`src/rtl/uart_rx_core_pkg.sv`:
```
// Shared definitions for the UART receive path: FSM encoding, frame shape,
// and the baud divider formula used to size the bit-timing counter.
package uart_rx_core_pkg;

    localparam int DATA_BITS = 8;
    localparam int STOP_BITS = 1;

    typedef enum logic [1:0] {
        ST_IDLE  = 2'd0,
        ST_START = 2'd1,
        ST_DATA  = 2'd2,
        ST_STOP  = 2'd3
    } rx_state_e;

    // Clocks per bit, integer division (25 MHz / 9600 -> 2604).
    function automatic int baud_div(input int clk_freq, input int baud);
        return clk_freq / baud;
    endfunction

endpackage

```
`src/rtl/uart_rx_core_sync.sv`:
```
// Two-flop synchronizer for the asynchronous rx pin plus falling-edge detect.
// All flops reset to 1 so a reset never looks like a start edge on an idle line.
module uart_rx_sync (
    input  logic clk,
    input  logic rst,
    input  logic rx_in,
    output logic rx_s,
    output logic rx_fall
);

    logic meta_q, meta_d;
    logic sync_q, sync_d;
    logic prev_q, prev_d;

    // Next values: shift the pin through the chain, keep one old copy for the edge.
    always_comb begin
        meta_d = rx_in;
        sync_d = meta_q;
        prev_d = sync_q;
    end

    // Synchronizer and edge-history flops.
    always_ff @(posedge clk or posedge rst) begin
        if (rst) begin
            meta_q <= 1'b1;
            sync_q <= 1'b1;
            prev_q <= 1'b1;
        end else begin
            meta_q <= meta_d;
            sync_q <= sync_d;
            prev_q <= prev_d;
        end
    end

    assign rx_s    = sync_q;
    assign rx_fall = prev_q & ~sync_q;

endmodule

```
`src/rtl/uart_rx_core.sv`:
```
// 8N1 RS232 receiver with mid-bit sampling. rx_int brackets a frame and falls
// in the same cycle rx_data is updated, so downstream can key off that edge.
// state_dbg exposes the FSM state for observation only.
import uart_rx_core_pkg::*;

module uart_rx_core #(
    parameter int CLK_FREQ = 25_000_000,
    parameter int BAUD     = 9600
) (
    input  logic       clk,
    input  logic       rst,
    input  logic       rs232_rx,
    output logic [7:0] rx_data,
    output logic       rx_int,
    output logic       data_valid,
    output logic       frame_err,
    output logic [1:0] state_dbg
);

    localparam int BAUD_DIV = baud_div(CLK_FREQ, BAUD);
    localparam int DIV_W    = (BAUD_DIV > 2) ? $clog2(BAUD_DIV) : 1;
    localparam logic [DIV_W-1:0] HALF_LAST = DIV_W'(BAUD_DIV / 2 - 1);
    localparam logic [DIV_W-1:0] FULL_LAST = DIV_W'(BAUD_DIV - 1);
    localparam logic [2:0]       LAST_BIT  = 3'(DATA_BITS - 1);

    logic rx_s;
    logic rx_fall;

    uart_rx_sync u_sync (
        .clk     (clk),
        .rst     (rst),
        .rx_in   (rs232_rx),
        .rx_s    (rx_s),
        .rx_fall (rx_fall)
    );

    rx_state_e        state_q, state_d;
    logic [DIV_W-1:0] div_q, div_d;
    logic [2:0]       bit_q, bit_d;
    logic [7:0]       shift_q, shift_d;
    logic [7:0]       rx_data_q, rx_data_d;
    logic             rx_int_q, rx_int_d;
    logic             dv_q, dv_d;
    logic             fe_q, fe_d;

    // Next-state: edges inside a frame are ignored because only IDLE looks at rx_fall.
    always_comb begin
        state_d   = state_q;
        div_d     = div_q;
        bit_d     = bit_q;
        shift_d   = shift_q;
        rx_data_d = rx_data_q;
        rx_int_d  = rx_int_q;
        dv_d      = 1'b0;
        fe_d      = 1'b0;
        case (state_q)
            ST_IDLE: begin
                if (rx_fall) begin
                    state_d  = ST_START;
                    div_d    = '0;
                    rx_int_d = 1'b1;
                end
            end
            ST_START: begin
                if (div_q == HALF_LAST) begin
                    div_d = '0;
                    if (!rx_s) begin
                        state_d = ST_DATA;
                        bit_d   = 3'd0;
                    end else begin
                        // Line back high by mid-start: a glitch, not a frame.
                        state_d  = ST_IDLE;
                        rx_int_d = 1'b0;
                    end
                end else begin
                    div_d = div_q + 1'b1;
                end
            end
            ST_DATA: begin
                if (div_q == FULL_LAST) begin
                    div_d   = '0;
                    shift_d = {rx_s, shift_q[7:1]};
                    if (bit_q == LAST_BIT) begin
                        state_d = ST_STOP;
                    end else begin
                        bit_d = bit_q + 3'd1;
                    end
                end else begin
                    div_d = div_q + 1'b1;
                end
            end
            ST_STOP: begin
                if (div_q == FULL_LAST) begin
                    div_d    = '0;
                    rx_int_d = 1'b0;
                    state_d  = ST_IDLE;
                    if (rx_s) begin
                        rx_data_d = shift_q;
                        dv_d      = 1'b1;
                    end else begin
                        fe_d = 1'b1;
                    end
                end else begin
                    div_d = div_q + 1'b1;
                end
            end
            default: state_d = ST_IDLE;
        endcase
    end

    // FSM, counters and registered outputs.
    always_ff @(posedge clk or posedge rst) begin
        if (rst) begin
            state_q   <= ST_IDLE;
            div_q     <= '0;
            bit_q     <= 3'd0;
            shift_q   <= 8'd0;
            rx_data_q <= 8'd0;
            rx_int_q  <= 1'b0;
            dv_q      <= 1'b0;
            fe_q      <= 1'b0;
        end else begin
            state_q   <= state_d;
            div_q     <= div_d;
            bit_q     <= bit_d;
            shift_q   <= shift_d;
            rx_data_q <= rx_data_d;
            rx_int_q  <= rx_int_d;
            dv_q      <= dv_d;
            fe_q      <= fe_d;
        end
    end

    assign rx_data    = rx_data_q;
    assign rx_int     = rx_int_q;
    assign data_valid = dv_q;
    assign frame_err  = fe_q;
    assign state_dbg  = state_q;

endmodule

```
`config.mk`:
```
export PLATFORM = sky130hd
export DESIGN_NAME = uart_rx_core
export DESIGN_NICKNAME = d
export VERILOG_FILES = /design/src/rtl/uart_rx_core_pkg.sv /design/src/rtl/uart_rx_core_sync.sv /design/src/rtl/uart_rx_core.sv
export SDC_FILE = /design/constraint.sdc
export NUM_CORES = 1
export LEC_CHECK = 0
export CAP_MARGIN = 10
export CORE_MARGIN = 1.5
export CORE_UTILIZATION = 61
export CTS_BUF_LIST = sky130_fd_sc_hd__clkbuf_4 sky130_fd_sc_hd__clkbuf_8 sky130_fd_sc_hd__clkbuf_16
export DETAILED_ROUTE_END_ITERATION = 10
export PLACE_DENSITY_LB_ADDON = 0.12
export SLEW_MARGIN = 20
export SYNTH_ARGS = -nofsm -noshare
export SYNTH_HDL_FRONTEND = slang
export SYNTH_SLANG_ARGS = --single-unit
```
`constraint.sdc`:
```
create_clock -name clk -period 2.8 [get_ports clk]
set_input_delay 0.56 -clock clk [delete_from_list [all_inputs] [get_ports clk]]
set_output_delay 0.56 -clock clk [all_outputs]
set_load 0.01 [all_outputs]
```
==> metrics.csv, run 1 <==
metric,value,unit
status,"complete, no violations",
fmax,487,MHz
path_clk_slew,0.12,ns
die_h,59.0,microns
postCtsResizedCells,0,
cts_sinks,39,
crit_type,flip-flop to output pin,
hold_viol,0,
ctsHtreeMaxLevel,2,
netlist_instances,169,
finalCriticalPeriod,2.05,ns
synthesis.nets,176,
ir_worst_vdd,569,uV
rr_worst_depth,5,
r2r-end,shift_q[5]$_DFFE_PP0P_,
cts.hold.buffers_added,0,
cts_root_buf,clkbuf_4,
firstDrtPassIters,6,
fillCellCount,218,
max_slew_margin,0.633,
drtAntennaViolNets,0,
cts_tree,built,
seqCellArea,980,sq um
core_area,3000,sq um
synth.ff_latch_count,39,
chipWidth,59.0,microns
cp_num_buf_inv,1,
crit-reg2reg-launch,div_q[0]$_DFFE_PP0P_,
final_nets,195,
path_cells,clkdlybuf4s50_1,
dieArea,3480,sq um
setup_viol,0,
rows,20,
layout-area-overhead-vs-synth,14.0,%
min_period_over_period,0.733,
cp_max_fo,10,
viasPerCell,6.08,
worstHoldPathCells,0,
syn_area,1910,sq um
cp-start-kind,flip-flop,
skew,0.0112,ns
syn_area_per_cell,11.3,sq um
antenna_found_initial,0,
grt.total_usage,0.238,
yosysMostFrequentCell,dfrtp_1,
cpPeakStageDelay,0.60,ns
numCtsBuffers,5,
whs,0.363,ns
p_per_area,709,nW/um^2
start_util,0.637,
wirelength,3.66,mm
maxCapViolations,0,
synthTopCellsByCount,"dfrtp_1 (36), nand2_1 (21), o21ai_0 (13), mux2_2 (8), mux2_4 (8)",
required,2.24,ns
crit_slowest_cell,clkdlybuf4s50_1,
synth_top_cells_by_area,"dfrtp_1 (47%), mux2_4 (6.3%), mux2_2 (4.7%)",
leakage,0.00101,uW
vias,1349,
yosys.area.top_type,dfrtp_1,
io_pins,16,
path_delay_family,buffers and inverters,
n_antenna_cell,0,
rsz0062_at_grt,no,
tightest_slew,0.548,ns
multi_input_area,855,sq um
post-dp-hpwl,2.46,mm
clk_latency,0.36,ns
synth_ff_type,dfrtp_1,
cp.arrival,1.49,ns
port-buffer-count,15,
grt_start_max_net_pins,40,
synth_edf_count,0,
ctsLongestPathBuffers,2,
place.gp.congestion,0.795,
layout-drive-gt1-share,0.180,
overflow,0,
synthArstFlopShare,1.00,
post-cts-setup-buffers,0,
ys_warn_count,0,
yosys.cell_types.count,45,
synth_top_area_share,0.471,
holdPathEnd,u_sync.rx_s$_DFF_PP1_,
rrSetupSlack,0.77,ns
wl_per_cell,16.5,microns
fin_util,0.726,
grt_pass1_vias,1344,
slew_viol_final,0,
drt_iter0_markers,68,
end_kind,output pin,
seq_area_frac_synth,0.512,
min_path_type,flip-flop to flip-flop,
setup_tns,0,ns
hold_start,u_sync.meta_q$_DFF_PP1_,
grt_pass1_wl,6.05,mm
drc_errors,0,
## where the power goes
part,leakage [uW],internal [uW],switching (uW)
combinational,0.000430,148,222
clock,0.0000514,277,197
sequential,0.000524,615,87.0
## metal layers
metal,track usage,share of wire,up-vias
li1,-,-,648
met1,0.276,0.45,656
met2,0.410,0.48,35
met3,0.0655,0.039,10
met4,0.107,0.024,0
met5,0,0,-
## how the worst max path moves through the flow
stage,from,to,slack [ns],cells after the start
global route,div_q[0]$_DFFE_PP0P_,shift_q[3]$_DFFE_PP0P_,0.63,5
floorplan,div_q[0]$_DFFE_PP0P_,rx_data[0]$_DFFE_PP0P_,0.99,6
CTS,state_dbg[0]$_DFFE_PP0P_,state_dbg[0],0.73,1
finish,state_dbg[0]$_DFFE_PP0P_,state_dbg[0],0.75,1
detailed placement,div_q[0]$_DFFE_PP0P_,shift_q[0]$_DFFE_PP0P_,0.77,5
global placement,div_q[0]$_DFFE_PP0P_,shift_q[1]$_DFFE_PP0P_,0.86,5
## kinds of logic (layout without fill, tap and decap cells)
family                   after synthesis  count (layout)  share of synthesized area
flip-flops                            39              39                      0.512
buffers and inverters                 13              33                     0.0406
XOR/XNOR                               4               4                     0.0183
adder cells (fa/ha/maj)                4               4                     0.0262
AND/OR/NAND/NOR                       59              59                      0.173
AO/OA/AOI/OAI                         32              32                      0.109
multiplexers                          18              18                      0.120
## layout make-up
cell class              instances  area share
well taps                      33      0.0189
clock buffers                   5      0.0172
multi-input cells             117       0.392
flip-flops and latches         39       0.449
inverters                       7      0.0121
clock inverters                 3      0.0310
repair buffers                 18      0.0792
## placed cells by master, fill, tap and decap left out, types with 4 or more instances in the layout
master	count
clkdlybuf4s50_1	15
dfrtp_1	36
mux2_2	8
clkbuf_4	5
nor3_1	5
and3_1	4
o22ai_1	6
inv_1	7
mux2_4	8
nand3_1	4
nand2_1	21
nor2_1	6
o21ai_0	13
ha_1	4
## registers in the layout, indices dropped and copies added, names as in the netlist, named ones only
name / count
state_dbg: 1
frame_err: 1
u_sync.meta_q: 1
shift_q: 8
rx_int: 1
data_valid: 1
bit_q: 3
rx_data: 8
u_sync.rx_s: 1
u_sync.prev_q: 1
div_q: 12
## stage by stage
stage               power [uW]  setup slack [ns]  cells  instance area [sq um]
floorplan                  929             0.986    169                   1910
global placement          1060             0.860    214                   2070
detailed placement        1080             0.774    214                   2070
CTS                       1550             0.734    222                   2180
global route              1630             0.626    222                   2180
finish                    1550             0.749    222                   2180
(Power assumes the default switching activity.)
==> inputs of run 2 (changes only) <==
Settings changed: CORE_UTILIZATION 61 to 51.
Clock period 2.8 ns to 1.8 ns, I/O delays scaled along.
==> metrics.csv, run 2 (synthesis gave the netlist of run 1 again) <==
metric,value,unit,change
final_cell_mix,"dfrtp_1 (33), nand2_1 (21), buf_4 (17), clkdlybuf4s50_1 (15), o21ai_0 (13)",,
min_period_over_period,0.991,,
rr_worst_depth,6,,+1
cp.arrival,1.96,ns,+0.47 ns
crit-reg2reg-launch,div_q[1]$_DFFE_PP0P_,,
clk_latency,0.29,ns,-0.07 ns
ir_worst_vdd,686,uV,+21%
rows,22,,+10%
grt_pass1_vias,1407,,+4.7%
p_comb_frac,0.291,,+0.052
core_area,3630,sq um,+21%
largest_reg_flops,12,,unchanged
multi_input_area,913,sq um,+6.9%
end_kind,flip-flop,,
p_total,2730,uW,+76%
viasPerCell,5.55,,-8.7%
min_path_type,flip-flop to flip-flop,,
die_h,64.2,microns,+8.9%
layout-drive-gt1-share,0.304,,+0.124
fmax,561,MHz,
setup_viol,0,,unchanged
path_clk_slew,0.07,ns,-0.05 ns
place.gp.congestion,0.881,,+11%
holdPathEnd,u_sync.rx_s$_DFF_PP1_,,
worstHoldPathCells,0,,unchanged
r2r-end,shift_q[7]$_DFFE_PP0P_,,
cts_tree,built,,
drt_iter0_markers,62,,-8.8%
post-dp-hpwl,2.76,mm,+12%
cp-start-kind,flip-flop,,
n_antenna_cell,0,,unchanged
p_per_area,1110,nW/um^2,+57%
chipWidth,64.2,microns,+8.9%
numCtsBuffers,5,,unchanged
setup_tns,0,ns,unchanged
fin_cells,255,,+15%
final_common_cell,dfrtp_1,,
internal_power,1890,uW,+82%
drc_errors,0,,unchanged
ctsHtreeMaxLevel,2,,unchanged
rrSetupSlack,0.02,ns,-0.75 ns
seqPwrFrac,0.393,,-0.061
maxCapViolations,0,,unchanged
rsz0062_at_grt,yes,,
grt.total_usage,0.212,,-0.0262
met3WireLength,134,microns,-6.9%
switching_share,0.307,,-0.0202
fin_ws,0.0159,ns,-0.733 ns
dieArea,4120,sq um,+19%
switching_power,837,uW,+65%
wirelength,3.88,mm,+5.9%
cts_root_buf,clkbuf_8,,
wl_per_cell,15.2,microns,-7.8%
seqCellArea,983,sq um,+0.38%
dr_wl_met2,1.94,mm,+9.7%
dp.cells,245,,+14%
status,"complete, no violations",,
grt_start_max_net_pins,40,,unchanged
firstDrtPassIters,4,,-2
skew,0.00742,ns,-0.00383 ns
max_slew_margin,0.731,,+0.0979
overflow,0,,unchanged
largest-register,div_q,,
cts.hold.buffers_added,0,,unchanged
antenna_found_initial,0,,unchanged
cts_sinks,39,,unchanged
vias,1415,,+4.9%
final_nets,213,,+9.2%
hold_start,u_sync.meta_q$_DFF_PP1_,,
pre_cts_slack,0.0380,ns,-0.736 ns
leakage,0.00112,uW,+12%
ctsLongestPathBuffers,2,,unchanged
drtAntennaViolNets,0,,unchanged
finalCriticalPeriod,1.78,ns,
port-buffer-count,15,,unchanged
cp_max_fo,8,,-2
required,1.97,ns,-0.27 ns
crit_type,flip-flop to flip-flop,,
start_util,0.526,,-0.110
highest_layer,met4,,
met1_length,1.71,mm,+3.0%
layout-area-overhead-vs-synth,28.4,%,
slew_viol_final,0,,unchanged
p_clk_frac,0.316,,+0.009
fin_util,0.676,,-0.0502
io_pins,16,,unchanged
hold_viol,0,,unchanged
grt_pass1_wl,6.60,mm,+9.0%
fillCellCount,282,,+29%
tightest_slew,0.399,ns,-0.149 ns
-- run 2: cell count changes in the layout (fill, tap and decap cells not counted), moves of 2 or more --
cell / previous run / this run
and3_1: 4 / 2
dfrtp_1: 36 / 33
buf_4: 3 / 17
mux2_2: 8 / 4
and3_4: 0 / 2
mux2_4: 8 / 12
buf_6: 0 / 2
dfrtp_2: 0 / 3
clkbuf_8: 0 / 5
clkbuf_4: 5 / 1
-- run 2: worst max-delay path by stage --
stage / depth (start not counted) / endpoint / from / slack (ns)
global route: 6 / shift_q[4]$_DFFE_PP0P_ / div_q[1]$_DFFE_PP0P_ / -0.04
finish: 6 / shift_q[7]$_DFFE_PP0P_ / div_q[1]$_DFFE_PP0P_ / 0.02
floorplan: 6 / rx_data[0]$_DFFE_PP0P_ / div_q[0]$_DFFE_PP0P_ / 0.004
detailed placement: 7 / div_q[11]$_DFFE_PP0P_ / div_q[1]$_DFFE_PP0P_ / 0.04
global placement: 8 / rx_int$_DFFE_PP0P_ / div_q[1]$_DFFE_PP0P_ / 0.06
CTS: 8 / rx_int$_DFFE_PP0P_ / div_q[1]$_DFFE_PP0P_ / 0.02
-- run 2: final cells by class --
class                      count  area share
clock buffer                   6      0.0311
multi-input combinational    117       0.372
clock inverter                 2      0.0245
timing repair buffer          36       0.137
tap                           48      0.0245
sequential                    39       0.401
inverter                       7      0.0107
-- run 2: power by group through the flow --
stage	Sequential (uW)	Combinational [uW]	Clock (uW)
final	1070	794	860
after floorplan	1070	376	0
after CTS	1060	730	888
after global routing	1090	860	921
after global placement	1070	697	0
after detailed placement	1080	726	0
-- run 2: through the flow --
stage	hold slack [ns]	instance area, sq um
2_1_floorplan	0.345	1920
3_3_place_gp	0.345	2230
3_5_place_dp	0.347	2230
4_1_cts	0.358	2370
5_1_grt	0.368	2450
6_report	0.357	2450
-- run 2: repair_timing --
action	4_1_cts	5_1_grt
buffers inserted	0	2
gates resized for setup	0	19
setup endpoints to repair	0	26
hold endpoints to repair	0	0
-- run 2: critical path, stage by stage, from the launching register on --
cell and delay [ns]:
dfrtp_1 0.40, ha_2 0.20, and4bb_2 0.24, and3_4 0.19, and3_4 0.19, buf_8 0.13, mux2_2 0.33
-- run 2: metal layers --
metal / GRT usage / vias to the layer above
met5: 0 / -
met4: 0.0931 / 0
met3: 0.0528 / 11
met2: 0.354 / 37
met1: 0.259 / 686
li1: - / 681
==> inputs of run 3 (changes only) <==
Settings changed: CORE_MARGIN 1.5 to 8, TNS_END_PERCENT from default to 1.
==> metrics.csv, run 3 (synthesis gave the netlist of run 1 again) <==
metric,value,unit,change
whs,0.357,ns,-0.000358 ns
cp-start-kind,flip-flop,,
crit_type,flip-flop to flip-flop,,
seqPwrFrac,0.415,,+0.022
grt_start_max_net_pins,40,,unchanged
min_period_over_period,0.984,,-0.00724
cp_max_fo,13,,+5
io_pins,16,,unchanged
final_nets,211,,-0.94%
leakage,0.00110,uW,-2.4%
place.gp.congestion,0.815,,-7.6%
setup_viol,0,,unchanged
grt.total_usage,0.139,,-0.0727
final_common_cell,dfrtp_1,,
rsz0062_at_grt,yes,,
cts_sinks,39,,unchanged
ctsLongestPathBuffers,2,,unchanged
slew_viol_final,0,,unchanged
post-dp-hpwl,2.67,mm,-3.4%
start_util,0.526,,unchanged
cp.arrival,1.95,ns,about the same
p_total,2560,uW,-6.0%
core_area,3630,sq um,unchanged
grt_pass1_wl,6.73,mm,+2.0%
finalCriticalPeriod,1.77,ns,-0.0130 ns
p_per_area,1090,nW/um^2,-2.1%
tightest_slew,0.337,ns,-0.0621 ns
chipWidth,77.2,microns,+20%
largest-register,div_q,,
path_clk_slew,0.08,ns,about the same
ir_worst_vdd,671,uV,-2.2%
antenna_found_initial,0,,unchanged
fin_util,0.649,,-0.0269
min_path_type,flip-flop to flip-flop,,
p_comb_frac,0.289,,-0.002
switching_share,0.324,,+0.0170
hold_viol,0,,unchanged
max_slew_margin,0.773,,+0.0417
layout-drive-gt1-share,0.263,,-0.0409
layout-area-overhead-vs-synth,23.3,%,
n_antenna_cell,0,,unchanged
internal_power,1730,uW,-8.3%
final_cell_mix,"dfrtp_1 (34), nand2_1 (21), buf_4 (17), clkdlybuf4s50_1 (15), o21ai_0 (13)",,
required,1.98,ns,about the same
cts_root_buf,clkbuf_8,,
rows,22,,unchanged
grt_pass1_vias,1438,,+2.2%
drt_iter0_markers,73,,+18%
skew,0.00404,ns,-0.00338 ns
wirelength,3.88,mm,+0.10%
wl_per_cell,15.3,microns,+0.89%
cts_tree,built,,
viasPerCell,5.55,,about the same
end_kind,flip-flop,,
ctsHtreeMaxLevel,2,,unchanged
maxCapViolations,0,,unchanged
p_clk_frac,0.296,,-0.020
overflow,0,,unchanged
numCtsBuffers,5,,unchanged
switching_power,831,uW,-0.78%
vias,1404,,-0.78%
drc_errors,0,,unchanged
status,"complete, no violations",,
largest_reg_flops,12,,unchanged
port-buffer-count,15,,unchanged
drtAntennaViolNets,0,,unchanged
firstDrtPassIters,4,,unchanged
fmax,565,MHz,+0.74%
dieArea,5960,sq um,+45%
clk_latency,0.29,ns,about the same
die_h,77.2,microns,+20%
==> run 3: changes by cell type in the layout (fill, tap and decap cells not counted), sizes merged <==
| cell | previous run | this run |
|---|---|---|
| buf | 21 | 19 |
| clkinv | 0 | 1 |
| bufinv | 2 | 1 |
==> run 3: area by class of cell <==
class,instances,area [sq um]
Clock buffer,6,82.6
Timing Repair Buffer,34,309
Multi-Input combinational cell,117,862
Inverter,7,26.3
Sequential cell,39,982
Tap cell,48,60.1
Fill cell,277,1280
Clock inverter,2,35.0
==> run 3: timing repair <==
| action | 4_1_cts | 5_1_grt |
|---|---|---|
| resized for setup | 0 | 4 |
| hold buffers | 0 | 0 |
| setup endpoints to repair | 0 | 11 |
| buffers inserted | 0 | 0 |
==> run 3: power groups by stage <==
| stage | Sequential, uW | Combinational, uW | Clock (uW) |
|---|---|---|---|
| after floorplan | 1070 | 376 | 0 |
| after global placement | 1080 | 712 | 0 |
| after detailed placement | 1080 | 740 | 0 |
| after CTS | 1060 | 744 | 784 |
| after global routing | 1070 | 809 | 820 |
| final | 1060 | 740 | 758 |
==> run 3: metal layers <==
metal  wire [microns]  track usage
met5                0            0
met4              118       0.0849
met3              223       0.0408
met2             1900        0.230
met1             1640        0.153
==> run 3: stage by stage <==
stage | std cells | setup TNS [ns] | cell area (sq um) | setup slack, ns
after floorplan | 169 | 0 | 1920 | 0.00436
after global placement | 245 | 0 | 2230 | 0.0717
after detailed placement | 245 | 0 | 2230 | 0.0638
after CTS | 253 | 0 | 2350 | 0.0287
after global routing | 253 | -0.0566 | 2360 | -0.0474
final | 253 | 0 | 2360 | 0.0289
==> run 3: final timing paths <==
check                                   startpoint                 endpoint  slack (ns)  cells past startpoint
min in group asynchronous                      rst   rx_data[0]$_DFFE_PP0P_        0.41                      3
max                           div_q[1]$_DFFE_PP0P_       rx_int$_DFFE_PP0P_        0.03                      8
min                        u_sync.meta_q$_DFF_PP1_    u_sync.rx_s$_DFF_PP1_        0.36                      0
max in group asynchronous                      rst  u_sync.meta_q$_DFF_PP1_        1.12                      3
max reg2reg                   div_q[1]$_DFFE_PP0P_       rx_int$_DFFE_PP0P_        0.03                      8
min reg2reg                u_sync.meta_q$_DFF_PP1_    u_sync.rx_s$_DFF_PP1_        0.36                      0
==> run 3: critical path: stages, from the launching register on <==
cell and delay [ns]:
dfrtp_1 0.39, buf_4 0.15, inv_1 0.05, ha_1 0.14
and3b_1 0.16, a31oi_1 0.11, buf_4 0.22, a21o_1 0.16
o32a_1 0.27
